$ cat src/rtl/perf_monitor.sv
// perf_monitor
//   Pipeline performance monitor: one free-running cycle counter, NUM_EVT
//   saturating event counters with sticky overflow flags, and an optional
//   first-word fall-through trace FIFO of {timestamp, event mask, pc} records.
//
//   Optional feature macro: PERF_TRACE_EN
//     defined   -> trace FIFO is built (tr_* ports live)
//     undefined -> no trace storage; tr_valid/tr_data/tr_count/tr_drop tie to 0
//                  and tr_rd is ignored
//
//   Ports
//     clk       rising-edge clock
//     rst       asynchronous, active-high reset
//     freeze    suspends counting and trace capture (pops still allowed)
//     clr       synchronous clear of counters, flags and trace
//     evt       per-cycle event strobes, one bit per channel
//     pc        program counter captured with each trace record
//     cnt_sel   counter select; NUM_EVT selects the cycle counter
//     cnt_data  selected counter value (combinational), 0 when out of range
//     ovf       sticky per-channel saturation flags
//     tr_rd     trace pop request
//     tr_valid  trace head record valid
//     tr_data   trace head record {timestamp, evt, pc}, 0 when empty
//     tr_count  trace occupancy
//     tr_drop   sticky: a record was lost to a full FIFO
module perf_monitor #(
    parameter int unsigned NUM_EVT = 4,
    parameter int unsigned CNT_W   = 32,
    parameter int unsigned DEPTH   = 16,
    parameter int unsigned TS_W    = 16,
    localparam int unsigned SEL_W  = $clog2(NUM_EVT + 1),
    localparam int unsigned REC_W  = TS_W + NUM_EVT + 32,
    localparam int unsigned OCC_W  = $clog2(DEPTH) + 1
) (
    input  logic               clk,
    input  logic               rst,
    input  logic               freeze,
    input  logic               clr,
    input  logic [NUM_EVT-1:0] evt,
    input  logic [31:0]        pc,
    input  logic [SEL_W-1:0]   cnt_sel,
    output logic [CNT_W-1:0]   cnt_data,
    output logic [NUM_EVT-1:0] ovf,
    input  logic               tr_rd,
    output logic               tr_valid,
    output logic [REC_W-1:0]   tr_data,
    output logic [OCC_W-1:0]   tr_count,
    output logic               tr_drop
);

    // ------------------------------------------------------------------
    // Counters
    // ------------------------------------------------------------------
    logic [CNT_W-1:0]   cyc_q, cyc_d;
    logic [CNT_W-1:0]   evt_cnt_q [NUM_EVT];
    logic [CNT_W-1:0]   evt_cnt_d [NUM_EVT];
    logic [NUM_EVT-1:0] ovf_q, ovf_d;

    always_comb begin
        cyc_d     = cyc_q;
        evt_cnt_d = evt_cnt_q;
        ovf_d     = ovf_q;
        if (clr) begin
            cyc_d = '0;
            ovf_d = '0;
            for (int unsigned i = 0; i < NUM_EVT; i++) begin
                evt_cnt_d[i] = '0;
            end
        end else if (!freeze) begin
            // cycle counter wraps; event counters saturate and flag instead
            cyc_d = cyc_q + CNT_W'(1);
            for (int unsigned i = 0; i < NUM_EVT; i++) begin
                if (evt[i]) begin
                    if (evt_cnt_q[i] == '1) begin
                        ovf_d[i] = 1'b1;
                    end else begin
                        evt_cnt_d[i] = evt_cnt_q[i] + CNT_W'(1);
                    end
                end
            end
        end
    end

    always_ff @(posedge clk or posedge rst) begin
        if (rst) begin
            cyc_q <= '0;
            ovf_q <= '0;
            for (int unsigned i = 0; i < NUM_EVT; i++) begin
                evt_cnt_q[i] <= '0;
            end
        end else begin
            cyc_q     <= cyc_d;
            ovf_q     <= ovf_d;
            evt_cnt_q <= evt_cnt_d;
        end
    end

    // Loop compare avoids indexing the array with the wider select bus.
    always_comb begin
        cnt_data = '0;
        for (int unsigned i = 0; i < NUM_EVT; i++) begin
            if (cnt_sel == SEL_W'(i)) begin
                cnt_data = evt_cnt_q[i];
            end
        end
        if (cnt_sel == SEL_W'(NUM_EVT)) begin
            cnt_data = cyc_q;
        end
    end

    assign ovf = ovf_q;

    // ------------------------------------------------------------------
    // Trace FIFO
    // ------------------------------------------------------------------
`ifdef PERF_TRACE_EN
    localparam int unsigned PTR_W = $clog2(DEPTH);

    logic [REC_W-1:0] trace_mem [DEPTH];
    logic [PTR_W-1:0] wr_ptr_q, wr_ptr_d;
    logic [PTR_W-1:0] rd_ptr_q, rd_ptr_d;
    logic [OCC_W-1:0] count_q, count_d;
    logic             drop_q, drop_d;
    logic             fifo_empty, fifo_full;
    logic             push_req, do_push, do_pop;
    logic [REC_W-1:0] push_rec;

    always_comb begin
        fifo_empty = (count_q == '0);
        fifo_full  = (count_q == OCC_W'(DEPTH));
        push_req   = (|evt) && !freeze && !clr;
        do_pop     = tr_rd && !fifo_empty && !clr;
        // a full FIFO still takes a record when the head leaves this cycle
        do_push    = push_req && (!fifo_full || do_pop);
        // timestamp is the cycle count before this cycle's increment
        push_rec   = {TS_W'(cyc_q), evt, pc};

        wr_ptr_d = wr_ptr_q;
        rd_ptr_d = rd_ptr_q;
        count_d  = count_q;
        drop_d   = drop_q;
        if (clr) begin
            wr_ptr_d = '0;
            rd_ptr_d = '0;
            count_d  = '0;
            drop_d   = 1'b0;
        end else begin
            if (do_push) begin
                wr_ptr_d = wr_ptr_q + PTR_W'(1);
            end
            if (do_pop) begin
                rd_ptr_d = rd_ptr_q + PTR_W'(1);
            end
            count_d = count_q + OCC_W'(do_push) - OCC_W'(do_pop);
            if (push_req && !do_push) begin
                drop_d = 1'b1;
            end
        end
    end

    always_ff @(posedge clk or posedge rst) begin
        if (rst) begin
            wr_ptr_q <= '0;
            rd_ptr_q <= '0;
            count_q  <= '0;
            drop_q   <= 1'b0;
        end else begin
            wr_ptr_q <= wr_ptr_d;
            rd_ptr_q <= rd_ptr_d;
            count_q  <= count_d;
            drop_q   <= drop_d;
        end
    end

    // Storage needs no reset: contents are only visible through the pointers.
    always_ff @(posedge clk) begin
        if (do_push) begin
            trace_mem[wr_ptr_q] <= push_rec;
        end
    end

    assign tr_valid = !fifo_empty;
    assign tr_data  = fifo_empty ? '0 : trace_mem[rd_ptr_q];
    assign tr_count = count_q;
    assign tr_drop  = drop_q;
`else
    logic unused_trace_inputs;
    assign unused_trace_inputs = ^{tr_rd, pc};

    assign tr_valid = 1'b0;
    assign tr_data  = '0;
    assign tr_count = '0;
    assign tr_drop  = 1'b0;
`endif

endmodule

$ cat config.mk
export PLATFORM = sky130hd
export DESIGN_NAME = perf_monitor
export DESIGN_NICKNAME = d
export VERILOG_FILES = /design/src/rtl/perf_monitor.sv
export SDC_FILE = /design/constraint.sdc
export NUM_CORES = 1
export LEC_CHECK = 0
export BUFFER_PORTS_ARGS = -buffer_cell sky130_fd_sc_hd__buf_2
export CAP_MARGIN = 10
export CORE_ASPECT_RATIO = 0.9
export CORE_UTILIZATION = 46
export DETAILED_ROUTE_END_ITERATION = 8
export HOLD_SLACK_MARGIN = 0.1
export PLACE_DENSITY = 0.66
export SKIP_CTS_REPAIR_TIMING = 1
export SLEW_MARGIN = 25
export SYNTH_ARGS = -nofsm -noshare
export SYNTH_HDL_FRONTEND = slang
export SYNTH_SLANG_ARGS = --single-unit
$ cat constraint.sdc
create_clock -name clk -period 12.55 [get_ports clk]
set_clock_uncertainty 0.2 [all_clocks]
set_input_delay 0.6275 -clock clk [delete_from_list [all_inputs] [get_ports clk]]
set_output_delay 0.6275 -clock clk [all_outputs]
set_load 0.01 [all_outputs]
==> out/qor.yml <==
floorplanning:
  die-area_mm2: 0.0240
  die_h_um: 147
  fp.dieW_um: 163
  fp-row-count: 52
  pin_count: 139
  core_mm2: 0.0227
  start_util_pct: 47.3
worst_hold_path:
  hold_class: "in -> async"
routing:
  drc: 0
  drtIter0Drc: 1195
  vias: 9551
  wl_per_cell_um: 19.5
  viasPerCell: 6.17
  antenna_left: 0
  dr.pass1.iters: 6
  finalWirelength_mm: 30.1
finish:
  layout.nets: 1286
  design_area_mm2: 0.0115
  finalCoreUtilization_pct: 50.7
  drive_above_1_share_pct: 10.6
  antennaDiodeCount: 0
  area_growth_pct: 7.21
synthesis:
  yosysSeqAreaShare_pct: 38.2
  syn_inst: 1234
  yosysWarnings: 0
  synthFlopType: "dfrtp_1"
  syn_avg_cell_area_um2: 8.70
  synth_fa_ha_area_share_pct: 0.583
  synth.area.mux_share_pct: 5.97
  synth_xor_area_share_pct: 4.08
  synth_top_family_by_area: "simple AND/OR/NAND/NOR gates"
  synth_enable_flop_cells: 0
  ys_async_sr_fraction_pct: 100
  synthSimpleGateAreaFrac_pct: 27.5
  synthDistinctLibCells: 60
  synth_compound_area_share_pct: 16.0
  synth_area_mm2: 0.0107
  ys_seq_elements: 164
placement:
  routabilityCongestion: 0.916
  post-place-ws_ns: 8.81
  placed_cell_area_mm2: 0.0109
  dpl.hpwl_mm: 21.1
  portBuffers: 46
setup_path:
  crit_type: "in -> out"
  endpoint_kind: "output port"
  crit_start: "cnt_sel[0]"
  cp.arrival_ns: 2.95
  crit_fanout: 59
  cp.required_ns: 11.72
  start_kind: "input port"
  r2r_start: "evt_cnt_q[64]"
power_and_ir_drop:
  power.leakage_nw: 4.38
  ir_drop_uv: 77.4
  power_w: 0.00115
  p_per_area_mw_per_mm2: 100
sta:
  fin_crit_sh_pct: 30.1
  worst_pin_slew_ns: 1.05
  setup_slack_ns: 8.77
  final.min_clock_period_ns: 3.78
  setup_tns_ns: 0
  rsz0062_at_grt: "false"
  setup_viol: 0
  hold_violations: 0
  timing.slew.headroom_pct: 29.9
  drv_slew: 0
  timing.fmax_mhz: 265
clock_network:
  cts-buffers-inserted: 17
  clock_sinks: 164
  cts_root_buffer: "clkbuf_16"
  htree_levels: 4
  clkLatencyLatePin_ns: 0.43
  tritoncts: "yes"
  ctsLongestPathBuffers: 2
  clk_pin_slew_ns: 0.07
global_routing:
  grt_pass1_vias: 8665
  antenna_found_initial: 0
  grt_remaining_overflow: 0
  grtUsageTotal_pct: 25.7
  grt_pass1_wl_mm: 47.7
  grt_max_degree: 105
status:
  outcome: "finished clean"
flow_run:
  max_cap_viol_count: 0
[final timing paths]
| check | end | slack, ns | cells past startpoint |
|---|---|---|---|
| hold / removal | evt_cnt_q[3] | 0.12 | 2 |
| min in group clk | ovf[0] | 0.30 | 2 |
| setup / recovery | cnt_data[31] | 8.77 | 6 |
| hold reg to reg | ovf[0] | 0.30 | 2 |
| setup reg to reg | evt_cnt_q[75] | 9.56 | 7 |
| max in group asynchronous | evt_cnt_q[88] | 10.83 | 3 |
[cell usage after synthesis (all sizes together), types with 3 or more instances]
master  count  area, um^2
mux2i      31         310
a22oi      25         188
nor2      119         447
or3        61         382
nand4      56         375
nand3b      3        22.5
xor2       23         201
nor3       22         125
mux2       14         173
and2       10        62.6
or4        34         267
a31oi       4        25.0
and3       13        81.3
o31ai      30         239
nand2      62         233
nand2b      7        43.8
mux4        7         158
a311oi      3        26.3
nor4       20         168
o21ai      63         315
buf        80         562
clkbuf     48         180
nand3      63         320
a31o        3        26.3
ha          5        62.6
a211oi      9        72.6
and4       22         193
nor2b      21         131
inv        20        75.1
dfrtp     164        4100
o22ai      25         156
or2         4        25.0
a21oi     117         586
xnor2      27         236
nand4b      4        35.0
[cells by family (layout without fill, tap and decap cells)]
kind of cell	after synthesis	count (layout)
mux	52	52
other cells	1	59
xor+xnor	50	50
simple gates	525	525
fa+ha+maj	5	5
compound gates	289	289
buf+inv	148	106
flops	164	164
[cell type report]
type,count,area (um^2)
Clock buffer,19,443
Clock inverter,13,171
Fill cell,2106,11200
Inverter,20,80.1
Multi-Input combinational cell,980,6040
Sequential cell,164,4100
Tap cell,297,372
Timing Repair Buffer,54,300
[critical path, stage by stage]
cell and delay (ns):
buf_2 0.08, buf_4 0.64, and2_1 0.86, a21oi_1 0.17
o22ai_1 0.35, buf_2 0.20
[metal layers]
| layer | global-route usage (%) | part of all wire (%) | wire length, um | vias up |
|---|---|---|---|---|
| met3 | 4.97 | 7.3 | 2210 | 43 |
| met4 | 8.27 | 2.3 | 695 | 0 |
| met2 | 37.1 | 44 | 13100 | 353 |
| li1 | - | - | - | 4489 |
| met5 | 0 | 0 | 0 | - |
| met1 | 38.3 | 47 | 14100 | 4666 |
[through the flow]
step	hold slack, ns	instances
6_report	0.118	1547
5_1_grt	0.206	1547
4_1_cts	0.186	1547
3_5_place_dp	0.290	1515
3_3_place_gp	0.280	1515
2_1_floorplan	0.296	1292
[cell usage in the layout, fill, tap and decap left out, types with 4 or more instances in the layout]
| cell | count |
|---|---|
| a211oi_1 | 8 |
| a21oi_1 | 117 |
| a22oi_1 | 25 |
| a31oi_1 | 4 |
| and2_1 | 8 |
| and3_1 | 13 |
| and4_1 | 21 |
| buf_2 | 45 |
| buf_4 | 7 |
| clkbuf_16 | 17 |
| clkinvlp_4 | 4 |
| conb_1 | 59 |
| dfrtp_1 | 164 |
| ha_1 | 5 |
| inv_1 | 19 |
| inv_6 | 4 |
| mux2_2 | 9 |
| mux2_4 | 4 |
| mux2i_1 | 31 |
| mux4_2 | 7 |
| nand2_1 | 62 |
| nand2b_1 | 7 |
| nand3_1 | 62 |
| nand4_1 | 52 |
| nand4_2 | 4 |
| nand4b_1 | 4 |
| nor2_1 | 119 |
| nor2b_1 | 21 |
| nor3_1 | 19 |
| nor4_1 | 15 |
| o21ai_0 | 55 |
| o21ai_1 | 8 |
| o22ai_1 | 25 |
| o31ai_1 | 29 |
| or2_2 | 4 |
| or3_1 | 61 |
| or4_1 | 31 |
| xnor2_1 | 27 |
| xor2_1 | 23 |
[registers in the layout (all words and copies together), names as in the netlist]
| name | flops |
|---|---|
| evt_cnt_q | 128 |
| cyc_q | 32 |
| ovf | 4 |
[where the power goes]
part | internal [W] | total (W) | switching, W | leakage, nW
combinational | 0.0000117 | 0.0000624 | 0.0000507 | 1.80
sequential | 0.000530 | 0.000534 | 0.00000328 | 2.29
clock | 0.000322 | 0.000556 | 0.000234 | 0.289
(Power assumes the default switching activity.)
